$ cat config.mk
export PLATFORM = sky130hd
export DESIGN_NAME = matmul_sequencer
export DESIGN_NICKNAME = d
export VERILOG_FILES = /design/src/rtl/matmul_pkg.sv /design/src/rtl/mac_unit.sv /design/src/rtl/matmul_sequencer.sv
export SDC_FILE = /design/constraint.sdc
export NUM_CORES = 1
export LEC_CHECK = 0
export ABC_AREA = 0
export CELL_PAD_IN_SITES_DETAIL_PLACEMENT = 2
export CELL_PAD_IN_SITES_GLOBAL_PLACEMENT = 2
export CORE_MARGIN = 2
export CORE_UTILIZATION = 41
export DETAILED_ROUTE_END_ITERATION = 8
export PLACE_DENSITY_LB_ADDON = 0.1
export SLEW_MARGIN = 30
export SYNTH_ARGS = -nofsm -noshare
export SYNTH_HDL_FRONTEND = slang
export SYNTH_HIERARCHICAL = 1
export SYNTH_SLANG_ARGS = --single-unit
$ cat constraint.sdc
create_clock -name clk -period 7 [get_ports clk]
set_input_delay 1.4 -clock clk [delete_from_list [all_inputs] [get_ports clk]]
set_output_delay 1.4 -clock clk [all_outputs]
set_load 0.005 [all_outputs]
$ cat src/rtl/matmul_pkg.sv
`default_nettype none
// ============================================================================
//  Module   : matmul_pkg
//  Purpose  : Shared widths, dimensions and FSM state encoding for the 2x2
//             matrix-multiply sequencer and its multiply-accumulate datapath.
//  Contents : DATA_W / OUT_W / DIM / ACC_W / NUM_ELEM / IDX_W, state_t with
//             its ST_* encodings, and elem_idx() which maps (row, col) onto a
//             row-major element index.
//  Revision : 1.0 - initial release
// ============================================================================
package matmul_pkg;

    localparam int DATA_W   = 8;
    localparam int OUT_W    = 17;
    localparam int DIM      = 2;
    localparam int ACC_W    = 2 * DATA_W;
    localparam int NUM_ELEM = DIM * DIM;
    localparam int IDX_W    = 2;

    // Sequencer state encoding (explicit 3-bit width)
    typedef logic [2:0] state_t;

    localparam logic [2:0] ST_IDLE = 3'd0;
    localparam logic [2:0] ST_LOAD = 3'd1;
    localparam logic [2:0] ST_MAC0 = 3'd2;
    localparam logic [2:0] ST_MAC1 = 3'd3;
    localparam logic [2:0] ST_DONE = 3'd4;

    // Row-major element index of a 2x2 matrix
    function automatic logic [IDX_W-1:0] elem_idx(input logic row, input logic col);
        return {row, col};
    endfunction

endpackage
`default_nettype wire

$ cat src/rtl/mac_unit.sv
`default_nettype none
// ============================================================================
//  Module   : mac_unit
//  Purpose  : Combinational 8x8 unsigned multiply followed by a 17-bit add.
//  Ports    : a_i   [DATA_W-1:0] - multiplicand
//             b_i   [DATA_W-1:0] - multiplier
//             acc_i [OUT_W-1:0]  - addend (running partial sum)
//             sum_o [OUT_W-1:0]  - acc_i + a_i * b_i
//  Revision : 1.0 - initial release
// ============================================================================
module mac_unit
    import matmul_pkg::*;
(
    input  logic [DATA_W-1:0] a_i,
    input  logic [DATA_W-1:0] b_i,
    input  logic [OUT_W-1:0]  acc_i,
    output logic [OUT_W-1:0]  sum_o
);

    logic [ACC_W-1:0] w_prod;

    assign w_prod = a_i * b_i;
    // Two 16-bit products summed never exceed 17 bits, so no carry is lost.
    assign sum_o  = acc_i + OUT_W'(w_prod);

endmodule
`default_nettype wire

$ cat src/rtl/matmul_sequencer.sv
`default_nettype none
// ============================================================================
//  Module   : matmul_sequencer
//  Purpose  : Loads two 2x2 unsigned 8-bit matrices element by element and
//             streams out C = A x B, one 17-bit element every two cycles, in
//             the order c00, c01, c10, c11.
//  Ports    : clk      - rising-edge clock
//             rst      - asynchronous active-high reset
//             start    - begin a run (sampled in IDLE only)
//             abort    - synchronous cancel, returns to IDLE
//             a_in     - element of A, row-major
//             b_in     - element of B, row-major
//             in_valid - a_in/b_in carry a valid pair
//             in_ready - pair accepted this cycle (high throughout LOAD)
//             c_out    - result element, held between strobes
//             c_valid  - one-cycle strobe for c_out
//             busy     - high in every state except IDLE
//             done     - one-cycle pulse at the end of a completed run
//  Revision : 1.0 - initial release
// ============================================================================
module matmul_sequencer
    import matmul_pkg::*;
(
    input  logic              clk,
    input  logic              rst,
    input  logic              start,
    input  logic              abort,
    input  logic [DATA_W-1:0] a_in,
    input  logic [DATA_W-1:0] b_in,
    input  logic              in_valid,
    output logic              in_ready,
    output logic [OUT_W-1:0]  c_out,
    output logic              c_valid,
    output logic              busy,
    output logic              done
);

    // ------------------------------------------------------------------------
    // Registers
    // ------------------------------------------------------------------------
    state_t            state_q;
    state_t            state_d;
    logic [DATA_W-1:0] a_q [NUM_ELEM];
    logic [DATA_W-1:0] b_q [NUM_ELEM];
    logic [IDX_W-1:0]  k_q;          // next element slot to fill in LOAD
    logic              row_q;        // output row index i
    logic              col_q;        // output column index j
    logic [ACC_W-1:0]  acc_q;
    logic [OUT_W-1:0]  c_out_q;
    logic              c_valid_q;

    // ------------------------------------------------------------------------
    // Datapath: one shared MAC. MAC0 computes A[i][0]*B[0][j] from zero;
    // MAC1 adds A[i][1]*B[1][j] onto the registered partial sum.
    // ------------------------------------------------------------------------
    logic [DATA_W-1:0] w_mac_a;
    logic [DATA_W-1:0] w_mac_b;
    logic [OUT_W-1:0]  w_mac_acc;
    logic [OUT_W-1:0]  w_mac_sum;
    logic              w_first_term;

    assign w_first_term = (state_q == ST_MAC0);
    assign w_mac_a      = w_first_term ? a_q[elem_idx(row_q, 1'b0)]
                                       : a_q[elem_idx(row_q, 1'b1)];
    assign w_mac_b      = w_first_term ? b_q[elem_idx(1'b0, col_q)]
                                       : b_q[elem_idx(1'b1, col_q)];
    assign w_mac_acc    = w_first_term ? '0
                                       : {{(OUT_W-ACC_W){1'b0}}, acc_q};

    mac_unit u_mac (
        .a_i   (w_mac_a),
        .b_i   (w_mac_b),
        .acc_i (w_mac_acc),
        .sum_o (w_mac_sum)
    );

    // ------------------------------------------------------------------------
    // Next-state logic
    // ------------------------------------------------------------------------
    logic w_last_pair;
    logic w_last_result;

    assign w_last_pair   = in_valid && (k_q == IDX_W'(NUM_ELEM - 1));
    assign w_last_result = row_q && col_q;

    always_comb begin
        state_d = state_q;
        case (state_q)
            ST_IDLE: if (start)       state_d = ST_LOAD;
            ST_LOAD: if (w_last_pair) state_d = ST_MAC0;
            ST_MAC0:                  state_d = ST_MAC1;
            ST_MAC1: state_d = w_last_result ? ST_DONE : ST_MAC0;
            ST_DONE:                  state_d = ST_IDLE;
            default:                  state_d = ST_IDLE;
        endcase
        // abort overrides everything, including a start seen in IDLE
        if (abort) begin
            state_d = ST_IDLE;
        end
    end

    // ------------------------------------------------------------------------
    // Sequential state
    // ------------------------------------------------------------------------
    always_ff @(posedge clk or posedge rst) begin
        if (rst) begin
            state_q   <= ST_IDLE;
            k_q       <= '0;
            row_q     <= 1'b0;
            col_q     <= 1'b0;
            acc_q     <= '0;
            c_out_q   <= '0;
            c_valid_q <= 1'b0;
            for (int e = 0; e < NUM_ELEM; e++) begin
                a_q[e] <= '0;
                b_q[e] <= '0;
            end
        end else begin
            state_q   <= state_d;
            c_valid_q <= 1'b0;
            if (abort) begin
                // Discard the run; c_out keeps its last delivered value.
                k_q   <= '0;
                row_q <= 1'b0;
                col_q <= 1'b0;
                acc_q <= '0;
                for (int e = 0; e < NUM_ELEM; e++) begin
                    a_q[e] <= '0;
                    b_q[e] <= '0;
                end
            end else begin
                case (state_q)
                    ST_IDLE: begin
                        k_q   <= '0;
                        row_q <= 1'b0;
                        col_q <= 1'b0;
                    end
                    ST_LOAD: begin
                        if (in_valid) begin
                            a_q[k_q] <= a_in;
                            b_q[k_q] <= b_in;
                            k_q      <= k_q + IDX_W'(1);
                        end
                    end
                    ST_MAC0: begin
                        acc_q <= w_mac_sum[ACC_W-1:0];
                    end
                    ST_MAC1: begin
                        c_out_q   <= w_mac_sum;
                        c_valid_q <= 1'b1;
                        // {i,j} walks 00,01,10,11 and wraps back to 00
                        {row_q, col_q} <= {row_q, col_q} + 2'd1;
                    end
                    default: begin
                    end
                endcase
            end
        end
    end

    // ------------------------------------------------------------------------
    // Outputs
    // ------------------------------------------------------------------------
    assign in_ready = (state_q == ST_LOAD);
    assign busy     = (state_q != ST_IDLE);
    assign done     = (state_q == ST_DONE);
    assign c_out    = c_out_q;
    assign c_valid  = c_valid_q;

endmodule
`default_nettype wire

==> reports/qor.csv <==
stage,metric,value,unit
logic_synthesis,"share of synthesized cell area in and, or, nand and nor gates",0.1099,
routing,number of antenna-violating nets in the routed design,0,
worst_setup_path,endpoint required time on the critical path,7.25,ns
global_route,wire length of the first global-routing pass,31840,um
final_layout,share of final-layout standard cells stronger than drive strength 1,0.09593,
worst_setup_path,worst endpoint data arrival time,6.51,ns
clocking,largest buffer count on any clock path,2,
logic_synthesis,cell types with the largest area share after synthesis,"sky130_fd_sc_hd__dfrtp_1, sky130_fd_sc_hd__fa_1, sky130_fd_sc_hd__a22o_1",
worst_setup_path,type of element launching the critical path,flip-flop,
global_route,global-route usage over all layers,0.2249,
outcome,result of the run,"finished, final reports clean",
power,Leakage Power,4.089,nW
die,floorplan die width,136.7,um
place,detailed placer's ending HPWL,14260,um
clocking,hold buffers post-CTS,0,
place,"Cell Area, Placed",0.007757,mm2
sta,final-report max-slew violation count,0,
logic_synthesis,Synth Instances,656,
die,Core Footprint,0.01724,mm2
clocking,# clock sinks,105,
final_layout,count of antenna diodes in the layout,0,
die,number of rows in the core area,48,
place,# port buffers,41,
final_layout,number of nets in the finished design,797,
place,placed instance count,897,
die,vertical die dimension,136.7,um
routing,routed wirelength normalized by instance count,21.34,um
logic_synthesis,post-synth top area share,0.3641,
clocking,post-CTS setup-driven buffer insertion count,0,
logic_synthesis,synthesized flop and latch total,105,
sta,final setup fails,0,
logic_synthesis,mean instance size in the synthesized netlist,11.00,um2
die,total die area,0.01868,mm2
final_layout,combined area of the multi-input logic cells,0.004024,mm2
clocking,number of buffers inserted during clock tree synthesis,9,
worst_setup_path,CP Max Fanout,16,
worst_setup_path,endpoint type of the worst setup path,flip-flop,
routing,routed vias/inst,5.457,
final_layout,"commonest cells after routing, fill and taps aside","sky130_fd_sc_hd__inv_1, sky130_fd_sc_hd__dfrtp_1, sky130_fd_sc_hd__nand2_1",
sta,setup repair after global routing missed its margin,false,
final_layout,total of fill cells in the finished design,1727,
clocking,H-tree levels,3,
logic_synthesis,most used flip-flop cell after synthesis,sky130_fd_sc_hd__dfrtp_1,
clocking,latest clock arrival within the worst-skew pair,0.36,ns
global_route,"Remaining Overflow, GRT",0,
sta,share of the cycle needed by the critical path after routing,0.8944,
logic_synthesis,total nets after synthesis,770,
logic_synthesis,dominant cell type by area after synthesis,sky130_fd_sc_hd__dfrtp_1,
place,weighted congestion reported at the end of routability-driven placement,0.7957,
die,Top Ports,42,
job,max_cap viols,0,
power,largest vdd supply drop,0.0001491,V
logic_synthesis,xor and xnor fraction of the mapped netlist area,0.01214,
global_route,via count of the first global-routing pass,5702,
clocking,clock tree from TritonCTS,built,
sta,Final Hold Vio Count,0,
power,power per unit of standard cell area,149.5,mW/mm2
sta,Post-Route Hold Slack,0.5048,ns
final_layout,total non-filler cell area in the finished layout,0.008070,mm2
logic_synthesis,warning count from the yosys run,6,
clocking,number of gates resized after cts,0,
logic_synthesis,synthesized cell area,0.007216,mm2
sta,Post-Route Skew,0.008870,ns
routing,iteration-0 DRC count of the detailed router,207,
logic_synthesis,complex-gate fraction of the synthesized area,0.1361,
logic_synthesis,combinational family with the most area after synthesis,adder cells,
logic_synthesis,share of synthesized registers carrying an async set or reset,1.000,
sta,Total Negative Setup Slacks,0,ns
worst_setup_path,crit path kind,reg2reg,
clocking,register clock-pin slew on the reported worst setup and hold paths,0.08,ns
routing,Detailed Routing Iterations Pass 1,4,
logic_synthesis,adder and majority gate portion of the synthesized area,0.2133,
sta,clock period minus worst slack,6.261,ns
final_layout,storage element area,0.002628,mm2
logic_synthesis,count of flip-flops with a built-in enable after synthesis,0,
logic_synthesis,share of synthesized area spent on multiplexers,0.08132,
routing,DRC errors left,0,
sta,slew of the pin with the lowest slew margin,1.020,ns
logic_synthesis,count of unique library cells instantiated by Yosys,59,
logic_synthesis,sequential cell area fraction in the yosys report,0.3641,
die,Starting Density,0.4186,
final_layout,signed area change from the synthesized netlist to the final layout,11.84,%
final_layout,number of standard cells in the final layout excluding fillers,913,
routing,detailed-route wire length,19490,um
clocking,CTS Root Cell,sky130_fd_sc_hd__clkbuf_16,
global_route,largest net degree at the start of global routing,66,
global_route,number of antenna violations at the first check in global routing,0,
sta,highest clock frequency the design can meet,0.1597,GHz
sta,Worst slew margin,0.3199,
min_path,hold crit path type,reg2reg,
routing,total via count in the routed design,4982,
-- power by group --
group | total (mW) | internal, mW | switching (mW)
Combinational | 0.0648 | 0.0231 | 0.0417
Clock | 0.525 | 0.260 | 0.265
Sequential | 0.616 | 0.611 | 0.00531
-- critical path, cell delays in order, from the launching register on --
cell	delay, ns
sky130_fd_sc_hd__dfrtp_1	0.65
sky130_fd_sc_hd__nor3b_4	0.66
sky130_fd_sc_hd__mux4_2	0.67
sky130_fd_sc_hd__and2_1	0.22
sky130_fd_sc_hd__fa_1	0.47
sky130_fd_sc_hd__fa_1	0.57
sky130_fd_sc_hd__inv_1	0.06
sky130_fd_sc_hd__fa_1	0.46
sky130_fd_sc_hd__fa_1	0.54
sky130_fd_sc_hd__inv_1	0.04
sky130_fd_sc_hd__ha_1	0.36
sky130_fd_sc_hd__a21o_1	0.22
sky130_fd_sc_hd__a21oi_2	0.18
sky130_fd_sc_hd__a21oi_1	0.18
sky130_fd_sc_hd__o41ai_1	0.41
sky130_fd_sc_hd__xnor2_1	0.16
sky130_fd_sc_hd__mux2_2	0.29
-- logic make-up after synthesis --
family                   count (synthesis)
AO/OA/AOI/OAI                          126
XOR/XNOR                                10
adder cells (fa/ha/maj)                 93
buffers and inverters                  136
flip-flops                             105
multiplexers                            35
other                                    1
AND/OR/NAND/NOR                        150
-- cell usage after synthesis, types with 11 or more instances --
master                    instances
sky130_fd_sc_hd__fa_1            50
sky130_fd_sc_hd__nand2_1         71
sky130_fd_sc_hd__buf_2           11
sky130_fd_sc_hd__nor2_1          11
sky130_fd_sc_hd__mux2_2          17
sky130_fd_sc_hd__and2_1          33
sky130_fd_sc_hd__mux4_2          12
sky130_fd_sc_hd__a22o_1          64
sky130_fd_sc_hd__a21oi_1         27
sky130_fd_sc_hd__dfrtp_1        105
sky130_fd_sc_hd__inv_1          106
sky130_fd_sc_hd__ha_1            43
-- cell type report --
type	instances	area share
Sequential cell	105	0.3256
Inverter	107	0.05008
Multi-Input combinational cell	415	0.4986
Timing Repair Buffer	45	0.05395
Clock buffer	10	0.02961
Tap cell	225	0.03488
Clock inverter	6	0.007287
-- sequential cells by signal, indices dropped and copies added, names as in the netlist --
signal   count
a_q         32
acc_q       16
b_q         32
c_out       17
c_valid      1
col_q        1
k_q          2
row_q        1
state_q      3
-- through the flow --
stage | power (mW) | setup WS, ns | util
detailed placement | 0.6933 | 0.7280 | 0.4501
floorplan | 0.6596 | 1.348 | -
global placement | 0.6901 | 0.9303 | 0.4495
global route | 1.249 | 0.3829 | 0.4682
CTS | 1.223 | 0.6785 | 0.4673
finish | 1.206 | 0.7390 | 0.4682
-- routing by layer --
layer	routed length, um	track usage	vias up
met4	240	0.06250	0
met2	10040	0.3961	52
met1	8869	0.2956	2645
met5	0	0	-
li1	-	-	2271
met3	337	0.02148	14
-- worst paths after layout --
| check | start | cells past startpoint | to | slack [ns] |
|---|---|---|---|---|
| max | state_q[1] | 16 | c_out[14] | 0.74 |
| max in group asynchronous | rst | 3 | acc_q[5] | 4.32 |
| min | b_q[5] | 1 | b_q[5] | 0.50 |
| max reg2reg | state_q[1] | 16 | c_out[14] | 0.74 |
| min in group asynchronous | rst | 2 | k_q[0] | 1.44 |
| min reg2reg | b_q[5] | 1 | b_q[5] | 0.50 |
No activity file was read; power rests on OpenSTA's default activity.
